<file path="config.mk">
export PLATFORM = sky130hd
export DESIGN_NAME = mem_access_unit_flat
export DESIGN_NICKNAME = d
export VERILOG_FILES = /design/src/rtl/mem_access_unit_if.sv /design/src/rtl/mem_access_unit.sv /design/src/flat_wrapper.sv
export SDC_FILE = /design/constraint.sdc
export NUM_CORES = 1
export LEC_CHECK = 0
export ABC_AREA = 1
export CORE_ASPECT_RATIO = 0.8
export CORE_MARGIN = 5
export CORE_UTILIZATION = 32
export DETAILED_ROUTE_END_ITERATION = 16
export PLACE_DENSITY = 0.62
export SYNTH_ARGS = -nofsm -noshare
export SYNTH_HDL_FRONTEND = slang
export SYNTH_SLANG_ARGS = --single-unit
export TNS_END_PERCENT = 1
</file>
<file path="constraint.sdc">
create_clock -name clk -period 2.26 [get_ports clk]
set_input_delay 0.452 -clock clk [delete_from_list [all_inputs] [get_ports clk]]
set_output_delay 0.452 -clock clk [all_outputs]
set_load 0.1 [all_outputs]
</file>
<file path="src/rtl/mem_access_unit_if.sv">
// Data-side SRAM-like bus between the memory-stage load/store unit and memory.
// Handshake: data_req/addr_ok accept a request; data_data_ok later completes it.
interface mem_access_unit_if;
  logic        data_req;
  logic        data_wr;
  logic [1:0]  data_size;
  logic [31:0] data_addr;
  logic [31:0] data_wdata;
  logic        data_addr_ok;
  logic        data_data_ok;
  logic [31:0] data_rdata;

  modport master (
    output data_req, data_wr, data_size, data_addr, data_wdata,
    input  data_addr_ok, data_data_ok, data_rdata
  );

  modport slave (
    input  data_req, data_wr, data_size, data_addr, data_wdata,
    output data_addr_ok, data_data_ok, data_rdata
  );
endinterface

</file>
<file path="src/rtl/mem_access_unit.sv">
// Memory-stage load/store unit: alignment check, one outstanding bus transaction,
// pipeline stall until completion, lane-aligned sign/zero-extended load result.
module mem_access_unit (
  input  logic                clk,
  input  logic                rst,
  input  logic                mem_valid,
  input  logic [7:0]          mem_op,
  input  logic [31:0]         mem_addr,
  input  logic [31:0]         mem_wdata,
  input  logic                flush_i,
  input  logic                stall_i,
  mem_access_unit_if.master   bus,
  output logic                stall_mem,
  output logic [31:0]         rdata_o,
  output logic                adel_o,
  output logic                ades_o,
  output logic [31:0]         badvaddr_o,
  output logic [1:0]          dbg_state
);

  localparam logic [7:0] OP_LB  = 8'hE0;
  localparam logic [7:0] OP_LH  = 8'hE1;
  localparam logic [7:0] OP_LW  = 8'hE3;
  localparam logic [7:0] OP_LBU = 8'hE4;
  localparam logic [7:0] OP_LHU = 8'hE5;
  localparam logic [7:0] OP_SB  = 8'hE8;
  localparam logic [7:0] OP_SH  = 8'hE9;
  localparam logic [7:0] OP_SW  = 8'hEB;

  typedef enum logic [1:0] {
    IDLE = 2'd0,
    REQ  = 2'd1,
    WAIT = 2'd2,
    DONE = 2'd3
  } state_t;

  state_t      state;
  logic [7:0]  op_q;
  logic [1:0]  lane_q;
  logic        discard;

  logic        is_load;
  logic        is_store;
  logic        is_half;
  logic        is_word;
  logic        misaligned;
  logic        start;
  logic [1:0]  size_d;
  logic [31:0] wdata_d;
  logic [31:0] load_ext;
  logic [7:0]  byte_sel;
  logic [15:0] half_sel;

  always_comb begin
    is_load  = 1'b0;
    is_store = 1'b0;
    is_half  = 1'b0;
    is_word  = 1'b0;
    size_d   = 2'd0;
    wdata_d  = mem_wdata;
    case (mem_op)
      OP_LB, OP_LBU: is_load = 1'b1;
      OP_LH, OP_LHU: begin is_load = 1'b1; is_half = 1'b1; size_d = 2'd1; end
      OP_LW:         begin is_load = 1'b1; is_word = 1'b1; size_d = 2'd2; end
      OP_SB:         begin is_store = 1'b1; wdata_d = {4{mem_wdata[7:0]}}; end
      OP_SH:         begin is_store = 1'b1; is_half = 1'b1; size_d = 2'd1;
                           wdata_d = {2{mem_wdata[15:0]}}; end
      OP_SW:         begin is_store = 1'b1; is_word = 1'b1; size_d = 2'd2; end
      default:       ;
    endcase
  end

  assign misaligned = (is_half && mem_addr[0]) || (is_word && (mem_addr[1:0] != 2'b00));
  assign adel_o     = (state == IDLE) && mem_valid && is_load  && misaligned;
  assign ades_o     = (state == IDLE) && mem_valid && is_store && misaligned;
  assign badvaddr_o = mem_addr;
  assign start      = (state == IDLE) && mem_valid && (is_load || is_store)
                      && !misaligned && !flush_i;
  assign stall_mem  = start || (state == REQ) || (state == WAIT);
  assign dbg_state  = state;

  // Lane extraction uses the latched op/address, not the live pipeline inputs.
  always_comb begin
    byte_sel = bus.data_rdata[{lane_q, 3'b000} +: 8];
    half_sel = lane_q[1] ? bus.data_rdata[31:16] : bus.data_rdata[15:0];
    case (op_q)
      OP_LB:   load_ext = {{24{byte_sel[7]}}, byte_sel};
      OP_LBU:  load_ext = {24'd0, byte_sel};
      OP_LH:   load_ext = {{16{half_sel[15]}}, half_sel};
      OP_LHU:  load_ext = {16'd0, half_sel};
      OP_LW:   load_ext = bus.data_rdata;
      default: load_ext = 32'd0;
    endcase
  end

  always_ff @(posedge clk or negedge rst) begin
    if (!rst) begin
      state          <= IDLE;
      op_q           <= 8'd0;
      lane_q         <= 2'd0;
      discard        <= 1'b0;
      rdata_o        <= 32'd0;
      bus.data_req   <= 1'b0;
      bus.data_wr    <= 1'b0;
      bus.data_size  <= 2'd0;
      bus.data_addr  <= 32'd0;
      bus.data_wdata <= 32'd0;
    end else begin
      case (state)
        IDLE: begin
          if (start) begin
            op_q           <= mem_op;
            lane_q         <= mem_addr[1:0];
            discard        <= 1'b0;
            bus.data_req   <= 1'b1;
            bus.data_wr    <= is_store;
            bus.data_size  <= size_d;
            bus.data_addr  <= mem_addr;
            bus.data_wdata <= wdata_d;
            state          <= REQ;
          end
        end
        REQ: begin
          if (bus.data_addr_ok) begin
            // Once accepted the transaction must finish; a flush only drops its result.
            bus.data_req <= 1'b0;
            discard      <= flush_i;
            state        <= WAIT;
          end else if (flush_i) begin
            bus.data_req <= 1'b0;
            state        <= IDLE;
          end
        end
        WAIT: begin
          if (bus.data_data_ok) begin
            if (discard || flush_i) begin
              discard <= 1'b0;
              state   <= IDLE;
            end else begin
              rdata_o <= load_ext;
              state   <= DONE;
            end
          end else if (flush_i) begin
            discard <= 1'b1;
          end
        end
        DONE: begin
          if (flush_i || !stall_i) state <= IDLE;
        end
        default: state <= IDLE;
      endcase
    end
  end

endmodule

</file>
<file path="src/flat_wrapper.sv">
// flat-port wrapper written by rule: the top's interface ports become plain ports
module mem_access_unit_flat 
  (clk, rst, mem_valid, mem_op, mem_addr, mem_wdata, flush_i, stall_i, stall_mem, rdata_o, adel_o, ades_o, badvaddr_o, dbg_state, bus_data_req, bus_data_wr, bus_data_size, bus_data_addr, bus_data_wdata, bus_data_addr_ok, bus_data_data_ok, bus_data_rdata);
  mem_access_unit_if bus_i ();
  input  logic clk;
  input  logic rst;
  input  logic mem_valid;
  input  logic [7:0] mem_op;
  input  logic [31:0] mem_addr;
  input  logic [31:0] mem_wdata;
  input  logic flush_i;
  input  logic stall_i;
  output logic stall_mem;
  output logic [31:0] rdata_o;
  output logic adel_o;
  output logic ades_o;
  output logic [31:0] badvaddr_o;
  output logic [1:0] dbg_state;
  output wire logic [$bits(bus_i.data_req)-1:0] bus_data_req;
  output wire logic [$bits(bus_i.data_wr)-1:0] bus_data_wr;
  output wire logic [$bits(bus_i.data_size)-1:0] bus_data_size;
  output wire logic [$bits(bus_i.data_addr)-1:0] bus_data_addr;
  output wire logic [$bits(bus_i.data_wdata)-1:0] bus_data_wdata;
  input wire logic [$bits(bus_i.data_addr_ok)-1:0] bus_data_addr_ok;
  input wire logic [$bits(bus_i.data_data_ok)-1:0] bus_data_data_ok;
  input wire logic [$bits(bus_i.data_rdata)-1:0] bus_data_rdata;
  assign bus_data_req = bus_i.data_req;
  assign bus_data_wr = bus_i.data_wr;
  assign bus_data_size = bus_i.data_size;
  assign bus_data_addr = bus_i.data_addr;
  assign bus_data_wdata = bus_i.data_wdata;
  assign bus_i.data_addr_ok = bus_data_addr_ok;
  assign bus_i.data_data_ok = bus_data_data_ok;
  assign bus_i.data_rdata = bus_data_rdata;
  mem_access_unit u_core (.clk(clk), .rst(rst), .mem_valid(mem_valid), .mem_op(mem_op), .mem_addr(mem_addr), .mem_wdata(mem_wdata), .flush_i(flush_i), .stall_i(stall_i), .bus(bus_i), .stall_mem(stall_mem), .rdata_o(rdata_o), .adel_o(adel_o), .ades_o(ades_o), .badvaddr_o(badvaddr_o), .dbg_state(dbg_state));
endmodule
</file>
==> results of run 1 <==
-- sequential cells by signal, summed over array words and instances (netlist names) --
| register | count |
|---|---|
| u_core.bus.data_req | 1 |
| u_core.rdata_o | 32 |
| u_core.bus.data_addr | 31 |
| u_core.dbg_state | 2 |
| u_core.lane_q | 1 |
| u_core.discard | 1 |
| u_core.op_q | 8 |
| u_core.bus.data_size | 2 |
| u_core.bus.data_wdata | 32 |
| u_core.bus.data_wr | 1 |
-- cell type report --
cell class	count	share of cell area (%)
Sequential cell	111	31.1
Tap cell	225	3.14
Clock buffer	11	2.71
Timing Repair Buffer	302	34.0
Multi-Input combinational cell	516	26.1
Inverter	52	2.26
Clock inverter	5	0.739
-- stage by stage --
stage | power (mW) | std cells | setup TNS, ns | hold slack [ns] | setup WS (ns)
6_report | 9.70 | 1222 | -0.0512 | 0.460 | -0.0512
5_1_grt | 10.1 | 1222 | -0.381 | 0.462 | -0.207
4_1_cts | 9.79 | 1222 | -0.0870 | 0.449 | -0.0846
3_5_place_dp | 8.00 | 1197 | -6.95 | 0.291 | -0.236
3_3_place_gp | 7.98 | 1197 | -5.16 | 0.291 | -0.221
2_1_floorplan | 6.53 | 742 | -0.311 | 0.156 | -0.160
-- routing by layer --
metal | wire length [um] | GRT usage, % | vias to the layer above
met2 | 8450 | 28.1 | 241
li1 | - | - | 2832
met5 | 0 | 0 | -
met4 | 349 | 4.56 | 0
met3 | 2020 | 7.23 | 26
met1 | 8380 | 25.7 | 2579
-- cells in the final DEF (no fill, tap or decap), types with 8 or more instances in the layout --
master / instances
a21oi_1: 27
a31oi_1: 8
buf_12: 41
buf_4: 151
clkbuf_16: 9
clkdlybuf4s50_1: 101
dfrtp_1: 109
dlygate4sd2_1: 8
inv_1: 43
nand2_1: 296
nand3_1: 20
nor2_1: 22
o21ai_0: 92
-- what timing repair did --
action / 4_1_cts / 5_1_grt
hold endpoints to repair: 5 / 0
setup endpoints to repair: 3 / 14
pin swaps: 12 / 0
buffers inserted: 8 / 0
hold buffers: 1 / 0
gates resized for setup: 19 / 1
-- kinds of logic (layout without fill, tap and decap cells) --
logic type,after synthesis,after routing,share of synthesized area (%)
compound gates,137,137,12.6
fa+ha+maj,4,4,0.885
buf+inv,115,370,10.7
flops,111,111,49.1
simple gates,375,375,26.8
-- report_power, final --
group          switching [mW]  internal, mW  total [mW]
clock network           0.770         0.904        1.67
registers               0.270          2.42        2.69
logic                    4.04          1.29        5.34
-- worst paths after layout --
check,from,endpoint,cells past startpoint
worst min register to register,u_core.bus.data_addr[24],u_core.bus.data_addr[24],2
worst min-delay path,rst,u_core.bus.data_req,2
worst max-delay path,u_core.dbg_state[0],stall_mem,11
max in group asynchronous,rst,u_core.rdata_o[14],3
worst max register to register,u_core.dbg_state[0],u_core.bus.data_wdata[4],14
min in group clk,u_core.bus.data_addr[24],u_core.bus.data_addr[24],2
==> flow_summary.json, run 1 <==
{
  "vias": 5678,
  "htree_levels": 3,
  "yosysMostFrequentCell": "nand2_1",
  "worstSetupPathType": "reg2out",
  "drcViolationCount": 0,
  "slew_headroom_pct": 60.6,
  "yosysTopAreaCell": "dfrtp_1",
  "areaGrowthSynthToFinish_pct": 58.5,
  "r2r_setup_slack_ns": 0.30,
  "drtIter0Drc": 369,
  "setup_viol": 1,
  "async_flop_share_pct": 100,
  "seq_area_frac_synth_pct": 49.1,
  "rows": 43,
  "die_w_um": 159,
  "yosysUniqueCellTypes": 27,
  "syn_area_um2": 5660,
  "maxCapViolCount": 0,
  "grt_overflow": 0,
  "grt_max_degree": 42,
  "finalNetCount": 1107,
  "arrival_ns": 1.86,
  "crit_chain": "inv_4 > ha_4 > nand2_4 > inv_2 > nand4_1 > nand2_2 > nand2_2 > nor2_4 > inv_2 > nand3_4 > buf_12",
  "violations": "setup timing",
  "synth_common_cells": "302 x nand2_1, 111 x dfrtp_1, 92 x o21ai_0",
  "synth_top_flop_cell": "dfrtp_1",
  "post_drt_wl_per_cell_um": 15.7,
  "syn-mean-instance-area_um2": 7.63,
  "grt_usage_pct": 18.8,
  "dpl_cell_area_um2": 8560,
  "core_um2": 17400,
  "multi_input_area_um2": 2340,
  "wirelength_mm": 19.2,
  "place_congestion": 0.873,
  "clock_path_buffers": 2,
  "slowest_stage": "dfrtp_4",
  "fin_util_pct": 51.6,
  "path_buf_inv": 4,
  "n_antenna_cell": 0,
  "dr.pass1.iters": 5,
  "final_max_slew_viol_count": 0,
  "vias_per_cell": 4.65,
  "cts_made_buffers": 9,
  "dp_hpwl_mm": 14.8,
  "die_h_um": 129,
  "rsz0062_at_grt": "true",
  "critPathLaunchType": "flip-flop",
  "antenna_found_initial": 1,
  "synth_edf_count": 0,
  "yosysTopAreaCellShare_pct": 49.1,
  "grt_pass1_vias": 5652,
  "clock-root-buffer": "clkbuf_16",
  "critPathRequiredTime_ns": 1.81,
  "num-fill-cells": 1652,
  "vdd_ir_drop_max_mv": 0.600,
  "fin_area_um2": 8970,
  "p_leak_nw": 4.69,
  "clk_pin_slew_ns": 0.07,
  "period_minus_slack_ns": 2.31,
  "yosys-top-cells-area": "dfrtp_1 49%, nand2_1 20%, o21ai_0 8.1%, buf_4 4.4%, inv_1 3.1%",
  "fmax_mhz": 433,
  "synth_cells": 742,
  "power_density_nw_per_um2": 1080,
  "die-area_um2": 20500,
  "regArea_um2": 2790,
  "max_stage_delay_ns": 0.50,
  "setup_slack_ns": -0.0512,
  "path_delay_family": "simple AND/OR/NAND/NOR gates",
  "grt_pass1_wl_mm": 30.3,
  "clock_skew_ns": 0.0104,
  "crit_fanout": 3,
  "numClockSinks": 111,
  "pin_count": 248,
  "syn_nets": 857,
  "clkLatencyLatePin_ns": 0.36,
  "status": "finished with violations",
  "tritoncts": "built",
  "yosysWarnings": 0,
  "drive_above_1_share_pct": 24.5,
  "cp-end-kind": "output port",
  "worst_pin_slew_ns": 0.591,
  "hold_viol_final": 0,
  "synth_seq_cells": 111,
  "postRouteAntennaNets": 0,
  "io_buffers": 247,
  "start_util_pct": 32.6,
  "worstHoldPathType": "in2async",
  "fin_crit_sh_pct": 102
}
Note: power is estimated with default switching activity, not from simulation.
==> run 2, diff against run 1 <==
--- a/config.mk
+++ b/config.mk
@@ -6,11 +6,14 @@
 export NUM_CORES = 1
 export LEC_CHECK = 0
 export ABC_AREA = 1
+export CELL_PAD_IN_SITES_DETAIL_PLACEMENT = 1
+export CELL_PAD_IN_SITES_GLOBAL_PLACEMENT = 2
 export CORE_ASPECT_RATIO = 0.8
 export CORE_MARGIN = 5
-export CORE_UTILIZATION = 32
+export CORE_UTILIZATION = 23
+export CTS_CLUSTER_DIAMETER = 40
 export DETAILED_ROUTE_END_ITERATION = 16
-export PLACE_DENSITY = 0.62
+export PLACE_DENSITY = 0.8
 export SYNTH_ARGS = -nofsm -noshare
 export SYNTH_HDL_FRONTEND = slang
 export SYNTH_SLANG_ARGS = --single-unit
==> run 2 against run 1 <==
  * The run still ends with setup timing left
  * Non-clock buffer count increased by 7
  * Sequential power barely moved
  * Cell count up 8.2%
  * Register-to-register slack worse by 0.11 ns
  * Sequential share of layout area is 0.59 points lower
  * Total power up 0.97%
  * Final area up 1.9%
  * Clock skew rose by 0.0012 ns
  * Setup slack lost 0.019 ns
  * Critical path depth unchanged
  * Die area is 36% higher
  * Critical path type unchanged
  * Largest power group unchanged
==> flow_summary.json, run 2 (same netlist as run 1, synthesis figures left out) <==
{
  "pin_count": 248,
  "start_util_pct": 23.3,
  "final_cell_mix": "295 x nand2_1, 157 x buf_4, 109 x dfrtp_1",
  "rsz0062_at_grt": "true",
  "crit_chain": "inv_4 > ha_4 > nand2_4 > inv_2 > nand4_1 > nand2_2 > nand2_4 > nor2_4 > inv_2 > nand3_4 > buf_12",
  "io_buffers": 247,
  "crit_fanout": 3,
  "wirelength_mm": 22.2,
  "tritoncts": "built",
  "arrival_ns": 1.88,
  "largestRegisters": "u_core.bus.data_wdata x32, u_core.rdata_o x32, u_core.bus.data_addr x31",
  "max_stage_delay_ns": 0.49,
  "fin_util_pct": 37.6,
  "finalNetCount": 1114,
  "power_density_nw_per_um2": 1070,
  "maxCapViolCount": 0,
  "n_antenna_cell": 0,
  "post_drt_wl_per_cell_um": 16.8,
  "die_w_um": 185,
  "dp.cells": 1288,
  "finalSetupTns_ns": -0.100,
  "final_common_cell": "nand2_1",
  "clock_path_buffers": 2,
  "vias_per_cell": 4.37,
  "period_minus_slack_ns": 2.33,
  "wl_met1_mm": 10.0,
  "regArea_um2": 2790,
  "vias": 5781,
  "clkLatencyLatePin_ns": 0.36,
  "grt_max_degree": 62,
  "p_leak_nw": 4.73,
  "worst_pin_slew_ns": 0.496,
  "areaGrowthSynthToFinish_pct": 61.6,
  "grt_pass1_vias": 6155,
  "wl_met2_mm": 10.0,
  "worstSetupPathType": "reg2out",
  "drive_above_1_share_pct": 25.1,
  "slowest_stage": "dfrtp_4",
  "setup_slack_ns": -0.0698,
  "place_congestion": 0.806,
  "fin_crit_sh_pct": 103,
  "core_um2": 24300,
  "antenna_found_initial": 0,
  "worstHoldPathType": "reg2reg",
  "clock_skew_ns": 0.0116,
  "top_layer": "met4",
  "grt_usage_pct": 15.8,
  "met3_length_mm": 1.81,
  "fin_area_um2": 9140,
  "violations": "setup timing",
  "clk_pin_slew_ns": 0.08,
  "fmax_mhz": 429,
  "die_h_um": 150,
  "htree_levels": 3,
  "status": "finished with violations",
  "rows": 51,
  "dr.pass1.iters": 4,
  "numClockSinks": 111,
  "cp-end-kind": "output port",
  "dpl_cell_area_um2": 8650,
  "clock-root-buffer": "clkbuf_16",
  "drcViolationCount": 0,
  "final_cells": 1322,
  "grt_overflow": 0,
  "vdd_ir_drop_max_mv": 0.527,
  "hold_viol_final": 0,
  "slew_headroom_pct": 66.7,
  "dp_hpwl_mm": 17.4,
  "cts_made_buffers": 9,
  "postRouteAntennaNets": 0,
  "critPathRequiredTime_ns": 1.81,
  "drtIter0Drc": 271,
  "setup_viol": 2,
  "grt_pass1_wl_mm": 34.8,
  "multi_input_area_um2": 2360,
  "critPathLaunchType": "flip-flop",
  "final_max_slew_viol_count": 0,
  "total_power_mw": 9.79,
  "die-area_um2": 27900,
  "num-fill-cells": 2902
}
==> run 2: changes by cell type in the layout (fill, tap and decap cells not counted) <==
| cell | previous run | this run |
|---|---|---|
| nand2_1 | 296 | 295 |
| buf_6 | 0 | 2 |
| inv_6 | 0 | 2 |
| clkinvlp_4 | 1 | 0 |
| nand2_4 | 1 | 3 |
| buf_4 | 151 | 157 |
| nand2_2 | 7 | 6 |
| clkbuf_8 | 1 | 0 |
| buf_12 | 41 | 40 |
==> run 2: per-layer routing <==
metal	GRT usage, %	vias up
li1	-	2846
met1	21.5	2722
met2	24.8	191
met3	4.76	22
met4	3.85	0
met5	0	-
==> run 2: layout make-up <==
cell class,instances,area share [%]
flip-flops and latches,111,30.5
inverters,52,2.22
clock inverters,6,0.835
multi-input cells,516,25.8
well taps,318,4.35
clock buffers,10,2.50
repair buffers,309,33.8
==> run 2: final timing paths <==
kind | cells past startpoint | endpoint | from | slack [ns]
worst max-delay path | 11 | stall_mem | u_core.dbg_state[0] | -0.07
min in group asynchronous | 2 | u_core.rdata_o[16] | rst | 0.53
worst max register to register | 15 | u_core.bus.data_req | u_core.dbg_state[0] | 0.19
max in group asynchronous | 3 | u_core.dbg_state[1] | rst | 0.96
worst min register to register | 2 | u_core.bus.data_addr[22] | u_core.bus.data_addr[22] | 0.48
worst min-delay path | 2 | u_core.bus.data_addr[22] | u_core.bus.data_addr[22] | 0.48
==> run 2: report_power, final <==
part | total (mW) | internal [mW] | switching [mW]
clock network | 1.71 | 0.884 | 0.829
logic | 5.37 | 1.29 | 4.08
registers | 2.71 | 2.41 | 0.291
==> run 2: worst max-delay path: cells and delay by family, from the launching register on <==
kind / cells / cell delay, ns
DFF: 1 / 0.49
buffers and inverters: 4 / 0.35
adders and majority gates: 1 / 0.14
and+or+nand+nor: 6 / 0.53
==> run 2: what timing repair did <==
| action | 4_1_cts | 5_1_grt |
|---|---|---|
| cloned | 0 | 0 |
| buffers inserted | 10 | 7 |
| pin swaps | 12 | 4 |
| setup endpoints to repair | 3 | 21 |
| resized for setup | 18 | 7 |
| hold buffers | 1 | 0 |
| hold endpoints to repair | 20 | 0 |
==> run 2: metrics by stage <==
stage,setup slack (ns),hold slack [ns]
global placement,-0.215,0.379
finish,-0.0698,0.476
floorplan,-0.160,0.156
global route,-0.173,0.493
detailed placement,-0.286,0.378
CTS,-0.0690,0.481
==> run 3, diff against run 2 <==
--- a/config.mk
+++ b/config.mk
@@ -12,8 +12,10 @@
 export CORE_MARGIN = 5
 export CORE_UTILIZATION = 23
 export CTS_CLUSTER_DIAMETER = 40
+export CTS_CLUSTER_SIZE = 8
 export DETAILED_ROUTE_END_ITERATION = 16
 export PLACE_DENSITY = 0.8
+export RECOVER_POWER = 100
 export SYNTH_ARGS = -nofsm -noshare
 export SYNTH_HDL_FRONTEND = slang
 export SYNTH_SLANG_ARGS = --single-unit
==> run 3 against run 2 <==
  * The flow still finishes with violations (setup timing)
  * Count of clock-buffer cells in the layout unchanged
  * Core utilization decreased by 2.8 points
  * First-iteration DRC count increased by 3.7%
  * Sequential power about the same
  * Setup slack got worse by 0.00054 ns
  * Cell count unchanged
  * Sequential share of layout area increased by 2.5 points
  * Die area unchanged
  * Highest routed layer unchanged
==> flow_summary.json, run 3 (same netlist as run 1, synthesis figures left out) <==
{
  "status": "finished with violations",
  "violations": "setup timing",
  "dp_hpwl_mm": 17.4,
  "max_stage_delay_ns": 0.49,
  "tritoncts": "built",
  "switching_power_mw": 5.18,
  "rows": 51,
  "finalNetCount": 1114,
  "areaGrowthSynthToFinish_pct": 49.4,
  "path_buf_inv": 4,
  "post_drt_wl_per_cell_um": 16.8,
  "numClockSinks": 111,
  "maxCapViolCount": 0,
  "vias_per_cell": 4.39,
  "largestRegisters": "u_core.bus.data_wdata x32, u_core.rdata_o x32, u_core.bus.data_addr x31",
  "grt_overflow": 0,
  "place_congestion": 0.806,
  "hold_ws_ns": 0.474,
  "io_buffers": 247,
  "postRouteAntennaNets": 0,
  "grt_usage_pct": 15.8,
  "vdd_ir_drop_max_mv": 0.503,
  "critPathRequiredTime_ns": 1.81,
  "clock_skew_ns": 0.0117,
  "post-place-ws_ns": -0.286,
  "final_cell_mix": "295 x nand2_1, 130 x clkbuf_2, 109 x dfrtp_1",
  "p_leak_nw": 4.49,
  "clockPowerShare_pct": 18.1,
  "worstSetupPathType": "reg2out",
  "fmax_mhz": 429,
  "drtIter0Drc": 281,
  "crit_fanout": 3,
  "crit_chain": "inv_4 > ha_4 > nand2_4 > inv_2 > nand4_1 > nand2_2 > nand2_4 > nor2_4 > inv_2 > nand3_4 > buf_12",
  "worstHoldPathType": "reg2reg",
  "clkLatencyLatePin_ns": 0.36,
  "n_antenna_cell": 0,
  "dr.pass1.iters": 4,
  "die-area_um2": 27900,
  "drive_above_1_share_pct": 25.1,
  "num-fill-cells": 2967,
  "power_density_nw_per_um2": 1120,
  "htree_levels": 3,
  "cts_made_buffers": 9,
  "grt_pass1_vias": 6155,
  "p_sw_share_pct": 54.9,
  "worst_pin_slew_ns": 0.880,
  "die_h_um": 150,
  "setup_slack_ns": -0.0703,
  "slew_headroom_pct": 41.3,
  "start_util_pct": 23.3,
  "regArea_um2": 2790,
  "arrival_ns": 1.88,
  "pwr-share-comb_pct": 53.3,
  "critPathLaunchType": "flip-flop",
  "final_common_cell": "nand2_1",
  "multi_input_area_um2": 2360,
  "grt_pass1_wl_mm": 34.8,
  "clock_path_buffers": 2,
  "hold_viol_final": 0,
  "pin_count": 248,
  "cp-end-kind": "output port",
  "fin_crit_sh_pct": 103,
  "drcViolationCount": 0,
  "die_w_um": 185,
  "final_max_slew_viol_count": 0,
  "setup_viol": 2,
  "wirelength_mm": 22.2,
  "p_int_mw": 4.26,
  "pwr-share-seq_pct": 28.6,
  "clk_pin_slew_ns": 0.08,
  "vias": 5807,
  "rsz0062_at_grt": "true",
  "core_um2": 24300,
  "antenna_found_initial": 0,
  "slowest_stage": "dfrtp_4",
  "path_delay_family": "simple AND/OR/NAND/NOR gates",
  "grt_max_degree": 62,
  "clock-root-buffer": "clkbuf_16",
  "period_minus_slack_ns": 2.33
}
-- run 3: cell types whose count changed in the layout (fill, tap and decap cells not counted) --
cell             delta
buf_12             -29
buf_4             -102
clkbuf_2          +130
clkbuf_4            +1
clkdlybuf4s50_1     -4
dlygate4sd3_1       +4
-- run 3: worst reg2reg max path, delay by kind of cell, from the launching register on --
kind                       cells  cell delay (ns)
and+or+nand+nor                7             0.57
adders and majority gates      1             0.14
AOI/OAI and AO/OA              1             0.12
buffers and inverters          6             0.63
DFF                            1             0.49
-- run 3: power groups by stage --
stage	sequential, mW	clock, mW	combinational [mW]
after CTS	2.71	1.78	5.37
final	2.70	1.71	5.03
after global routing	2.75	1.85	5.26
after detailed placement	2.76	0	5.30
after global placement	2.75	0	5.27
after floorplan	5.39	0	1.13
-- run 3: final cells by class --
cell class | count | area share [%]
flip-flops and latches | 111 | 32.9
clock inverters | 6 | 0.903
repair buffers | 309 | 28.4
well taps | 318 | 4.71
multi-input cells | 516 | 27.9
clock buffers | 10 | 2.71
inverters | 52 | 2.40
-- run 3: final timing paths --
path	startpoint	to	slack, ns	cells after the start
worst max-delay path	u_core.dbg_state[0]	stall_mem	-0.07	11
worst min-delay path	u_core.bus.data_addr[22]	u_core.bus.data_addr[22]	0.47	2
worst max register to register	u_core.dbg_state[0]	u_core.bus.data_req	0.19	15
worst min register to register	u_core.bus.data_addr[22]	u_core.bus.data_addr[22]	0.47	2
max in group asynchronous	rst	u_core.bus.data_wdata[18]	0.53	3
min in group asynchronous	rst	u_core.rdata_o[16]	0.52	2
-- run 3: layer usage --
| layer | vias to the layer above | global-route usage, % | part of all wire (%) |
|---|---|---|---|
| met2 | 184 | 24.8 | 45 |
| met5 | - | 0 | 0 |
| li1 | 2843 | - | - |
| met3 | 24 | 4.76 | 7.8 |
| met4 | 0 | 3.85 | 1.7 |
| met1 | 2756 | 21.5 | 45 |
-- run 3: timing repair --
action                                 in CTS  in global routing
buffers inserted                           10                  7
endpoints found under the hold margin      20                  0
gates resized for setup                    18                  7
hold buffers                                1                  0
pin swaps                                  12                  4
setup endpoints to repair                   3                 21
-- run 3: stage by stage --
step           instance area, um^2  cells  power (mW)  TNS, ns  utilization (%)
2_1_floorplan                 5710    742        6.53   -0.311                -
3_3_place_gp                  8650   1288        8.01    -6.18             35.6
3_5_place_dp                  8650   1288        8.07    -9.77             35.6
4_1_cts                       9070   1315        9.86  -0.0961             37.3
5_1_grt                       8450   1322        9.86   -0.295             34.8
6_report                      8450   1322        9.44   -0.101             34.8
